==> src/rtl/count_pkg.sv <==
// Shared constants for the modulo-N up/down counter: mode encoding and the
// default geometry used by the bench configuration.
package count_pkg;

  localparam logic MODE_UP   = 1'b1;
  localparam logic MODE_DOWN = 1'b0;

  localparam int DEF_WIDTH   = 4;
  localparam int DEF_MODULUS = 12;

endpackage

==> src/rtl/modn_updown_counter.sv <==
// Parametrised modulo-N up/down counter with synchronous load, wrap/saturate
// selection, terminal-count output for cascading and one-cycle status pulses.
module modn_updown_counter
  import count_pkg::*;
#(
  parameter int WIDTH    = DEF_WIDTH,
  parameter int MODULUS  = DEF_MODULUS,
  parameter bit SATURATE = 1'b0
) (
  input  logic             clk,
  input  logic             reset,
  input  logic             en,
  input  logic             load,
  input  logic             mode,
  input  logic [WIDTH-1:0] data_in,
  output logic [WIDTH-1:0] data_out,
  output logic             tc,
  output logic             wrap,
  output logic             load_err
);

  generate
    if (MODULUS < 2 || MODULUS > (2 ** WIDTH)) begin : g_bad_modulus
      $error("modn_updown_counter: MODULUS must satisfy 2 <= MODULUS <= 2**WIDTH");
    end
  endgenerate

  // MOD_EXT carries one extra bit so MODULUS == 2**WIDTH stays representable.
  localparam logic [WIDTH:0]   MOD_EXT = (WIDTH + 1)'(MODULUS);
  localparam logic [WIDTH-1:0] MAX_VAL = WIDTH'(MODULUS - 1);

  logic [WIDTH-1:0] data_q, data_d;
  logic             wrap_q, wrap_d;
  logic             load_err_q, load_err_d;

  always_comb begin
    data_d     = data_q;
    wrap_d     = 1'b0;
    load_err_d = 1'b0;
    if (load) begin
      if ({1'b0, data_in} < MOD_EXT) begin
        data_d = data_in;
      end else begin
        data_d     = MAX_VAL;
        load_err_d = 1'b1;
      end
    end else if (en) begin
      if (mode == MODE_UP) begin
        if (data_q == MAX_VAL) begin
          if (!SATURATE) begin
            data_d = '0;
            wrap_d = 1'b1;
          end
        end else begin
          data_d = data_q + WIDTH'(1);
        end
      end else begin
        if (data_q == '0) begin
          if (!SATURATE) begin
            data_d = MAX_VAL;
            wrap_d = 1'b1;
          end
        end else begin
          data_d = data_q - WIDTH'(1);
        end
      end
    end
  end

  always_ff @(posedge clk) begin
    if (reset) begin
      data_q     <= '0;
      wrap_q     <= 1'b0;
      load_err_q <= 1'b0;
    end else begin
      data_q     <= data_d;
      wrap_q     <= wrap_d;
      load_err_q <= load_err_d;
    end
  end

  // Not gated by en, so a cascade forms the next stage's enable as en & tc.
  assign tc = (mode == MODE_UP) ? (data_q == MAX_VAL) : (data_q == '0);

  assign data_out = data_q;
  assign wrap     = wrap_q;
  assign load_err = load_err_q;

endmodule

==> config.mk <==
export PLATFORM = sky130hd
export DESIGN_NAME = modn_updown_counter
export DESIGN_NICKNAME = d
export VERILOG_FILES = /design/src/rtl/count_pkg.sv /design/src/rtl/modn_updown_counter.sv
export SDC_FILE = /design/constraint.sdc
export NUM_CORES = 1
export LEC_CHECK = 0
export CORE_AREA = 3 3 40 42
export CTS_CLUSTER_SIZE = 25
export DETAILED_ROUTE_END_ITERATION = 10
export DIE_AREA = 0 0 43 45
export GPL_TIMING_DRIVEN = 0
export PLACE_DENSITY_LB_ADDON = 0.25
export SLEW_MARGIN = 30
export SYNTH_ARGS = -nofsm -noshare
export SYNTH_HDL_FRONTEND = slang
export SYNTH_SLANG_ARGS = --single-unit
==> constraint.sdc <==
create_clock -name clk -period 1.87 [get_ports clk]
set_input_delay 0.374 -clock clk [delete_from_list [all_inputs] [get_ports clk]]
set_output_delay 0.374 -clock clk [all_outputs]
set_load 0.01 [all_outputs]
Yosys cells after proc, flatten, opt, wreduce, memory -nomap -nowiden
Cells that the tools add are included.
{"block": "totals", "ff_bits": 6, "in_bits": 9, "out_inout_bits": 7, "word_cells": 24}
{"block": "op_classes", "addsub": 2, "n_lt_le_gt_ge": 1, "n_eq_ne": 1, "n_mux": 11, "bitwise_logic": 2, "reduce_logical": 4}
{"op": "$mux 4", "count": 6}
{"op": "$mux 1", "count": 5}
{"op": "$add 4x1->4 const B", "count": 1}
{"op": "$eq 4x4->1 const B", "count": 1}
{"op": "$logic_not 4->1", "count": 1}
{"op": "$lt 4x4->1 const B", "count": 1}
{"op": "$sub 4x1->4 const B", "count": 1}
{"op": "$reduce_or 3->1", "count": 1}
{"op": "$not 1->1", "count": 2}
{"op": "$reduce_bool 2->1", "count": 1}
{"op": "$reduce_or 2->1", "count": 1}

Logic depth before layout (Yosys ltp)
{"block": "depth", "ltp_word": 5, "mapped_depth": 6, "ltp_nobuf": 6}

Worst setup path after synthesis
Ideal clock, no wire load.
{"block": "synth_path", "path_kind": "reg-to-output", "start": "reg data_q[0] (netlist: data_out[0])", "end": "out tc", "arrival_ps": 1081, "t_required_ps": 1496, "slack_ps": 415, "path_stages_with_launch": 6, "cell_sequence": "dfxtp_1 inv_1 ha_1 nor2b_1 nand2b_1 a21oi_1"}
{"block": "synth_between", "elab_chain_cells": 2}
{"element": "start, declared", "line_no": "modn_updown_counter.sv:32", "source": "logic [WIDTH-1:0] data_q, data_d;"}
{"element": "start signal, assigned", "line_no": "modn_updown_counter.sv:76", "source": "data_q <= data_d;"}
{"element": "$eq 4x4->1 or $logic_not 4->1 (tied branches)", "line_no": "modn_updown_counter.sv:83", "source": "assign tc = (mode == MODE_UP) ? (data_q == MAX_VAL) : (data_q == '0);"}
{"element": "$mux 1 (*)", "line_no": "modn_updown_counter.sv:83"}
{"element": "end, declared", "line_no": "modn_updown_counter.sv:17", "source": "output logic tc,"}
Mark *: on every way between the ends. The rest lies on a longest branch, timed or not.

Worst setup path after layout
Same ends and word-level chain as after synthesis.

==> flow_summary.json <==
{
  "status": "complete, no violations",
  "grt.total_usage": 0.1191,
  "worst_pin_slew_ps": 277.9,
  "fin_skew_ps": 3.074,
  "dpl_cell_area_sq_um": 574.3,
  "finalCriticalPeriod_ps": 1756,
  "cts_made_buffers": 3,
  "path_clk_slew_ps": 50,
  "diodes": 0,
  "rsz0062_at_grt": "no",
  "setup_viol": 0,
  "leakage_uw": 0.0002378,
  "yosysMostFrequentCell": "dfxtp_1",
  "cts_root_buf": "clkbuf_4",
  "syn_nets": 60,
  "synth_top_family_by_area": "simple AND/OR/NAND/NOR gates",
  "first_pass_iters": 2,
  "cts_tree": "yes",
  "yosys_warnings": 0,
  "cap_violations": 0,
  "synth_area_sq_um": 415.4,
  "hpwl_microns": 698.1,
  "drc": 0,
  "crit_fanout": 7,
  "seq_area_frac_synth": 0.2892,
  "rows": 13,
  "finalCritPeriodShare": 0.9391,
  "synth_top_area_frac": 0.2892,
  "drt_wl_total_microns": 965,
  "fin_area_sq_um": 616.8,
  "yosys_register_bits": 6,
  "viasPerCell": 5.122,
  "start_util": 0.3233,
  "ys_async_sr_fraction": 0,
  "utilization": 0.4800,
  "die_area_sq_um": 1935,
  "fill_cells": 136,
  "antenna_found_initial": 0,
  "io_pins": 16,
  "routed-via-count": 420,
  "drt-initial-drc-count": 3,
  "crit_path_end_kind": "output pin",
  "clk_latency_ps": 250,
  "relSlewSlack": 0.8145,
  "coreArea_sq_um": 1285,
  "yosys.area_share.adder": 0.06024,
  "crit_type": "flip-flop to output pin",
  "drive_above_1_share": 0.2090,
  "synth_common_cells": "6 x dfxtp_1, 5 x a21oi_1",
  "cts-htree-levels": 1,
  "yosysTopAreaCell": "dfxtp_1",
  "crit_path_start_kind": "flip-flop",
  "syn_area_per_cell_sq_um": 8.478,
  "netlist_top_cells_area": "dfxtp_1 29%, a21oi_1 6.0%, ha_1 6.0%",
  "cts_buffer_depth": 2,
  "grt_pass1_vias": 352,
  "synth-xor-area-share": 0.06325,
  "max_freq_mhz": 569.5,
  "worstPathRequired_ps": 1500,
  "p_per_area_nw_per_um2": 631.4,
  "wl_per_cell_microns": 11.77,
  "final_net_count": 80,
  "r2r_cells": 6,
  "synth_compound_area_frac": 0.2018,
  "netlist_instances": 49,
  "slowest_delay_ps": 360,
  "worstPathCellList": "inv_1 -> ha_2 -> nor2b_4 -> nand2b_1 -> a21oi_2 -> buf_2",
  "synthSimpleGateAreaFrac": 0.2831,
  "grt_start_max_net_pins": 11,
  "holdPathStages": 2,
  "die_x_microns": 43,
  "cts.sinks": 6,
  "synth_top_flop_cell": "dfxtp_1",
  "hold_path_class": "input port to flip-flop",
  "grt_pass1_wl_microns": 1573,
  "peakVddDrop_mv": 0.2237,
  "synth_edf_count": 0,
  "crit_slowest_cell": "dfxtp_4",
  "ant_nets": 0,
  "grt_overflow": 0,
  "hold_viol": 0,
  "die_y_microns": 45,
  "crit_arrival_ps": 1380,
  "synthDistinctLibCells": 23,
  "synthToLayoutAreaGrowth_pct": 48.49,
  "yosys-mux-area-fraction": 0.04819,
  "gp_congestion": 0.6897,
  "finalPower_uw": 389.5,
  "final_max_slew_viol_count": 0,
  "port-buffer-count": 14
}
-- metrics by stage --
step                      TNS (ps)  worst slack [ps]  hold WS (ps)  cells
after floorplan                  0             414.6         443.4     49
after global placement      -392.6            -392.6         571.5     78
after detailed placement    -393.3            -393.3         563.5     78
after CTS                        0             2.063         361.7     81
after global routing             0             10.30         374.5     82
final                            0             114.0         373.2     82
-- layer usage --
layer,global-route usage,vias up,part of all wire
met5,0,-,0
met4,0.07229,0,0.022
met3,0.07171,5,0.092
met2,0.1826,15,0.49
met1,0.1253,186,0.40
li1,-,214,-
-- state kept, by name, indices dropped and copies added, names as in the netlist --
signal    count
data_out      4
load_err      1
wrap          1
-- power breakdown --
| group | leakage [uW] | internal (uW) | total [uW] | switching [uW] |
|---|---|---|---|---|
| Clock | 0.0000138 | 73.0 | 127 | 53.5 |
| Combinational | 0.000174 | 66.7 | 116 | 49.1 |
| Sequential | 0.0000502 | 137 | 147 | 10.2 |
| Total | 0.000238 | 277 | 389 | 113 |
-- worst paths after layout --
check | start | slack, ps | to
worst max-delay path | data_out[0] | 110 | tc
worst min-delay path | load | 370 | data_out[0]
worst max register to register | data_out[0] | 530 | data_out[1]
worst min register to register | data_out[2] | 590 | wrap
-- repair_timing --
action / in CTS / in global routing
hold buffers: 0 / 0
cloned: 0 / 0
setup buffers: 0 / 1
pin swaps: 0 / 0
setup endpoints to repair: 1 / 1
gates resized for setup: 8 / 4
-- critical path: cells and delay by family, from the launching register on --
kind | cells | cell delay (ps)
flops | 1 | 360
simple gates | 2 | 250
buf+inv | 2 | 200
fa+ha+maj | 1 | 180
compound gates | 1 | 140
-- cell type report --
class                      count  area (sq um)  area share
tap                           15         18.77     0.03043
multi-input combinational     39         286.5      0.4645
inverter                       2         7.507     0.01217
sequential                     6         125.1      0.2028
buffer                         2         15.01     0.02434
clock buffer                   3         22.52     0.03651
timing repair buffer          15         141.4      0.2292
-- cell usage in the layout, fill, tap and decap left out, drive strengths merged, types with 3 or more instances in the layout --
| master | instances |
|---|---|
| a211oi | 3 |
| a21oi | 5 |
| buf | 4 |
| clkbuf | 3 |
| clkdlybuf4s50 | 12 |
| dfxtp | 6 |
| nand2b | 4 |
| nor2 | 3 |
| o21ai | 3 |
-- logic make-up after synthesis --
logic type               Yosys count
buffers and inverters              4
multiplexers                       2
flip-flops                         6
adder cells (fa/ha/maj)            2
AND/OR/NAND/NOR                   18
AO/OA/AOI/OAI                     14
XOR/XNOR                           3
Power figures use the tool's default switching activity.
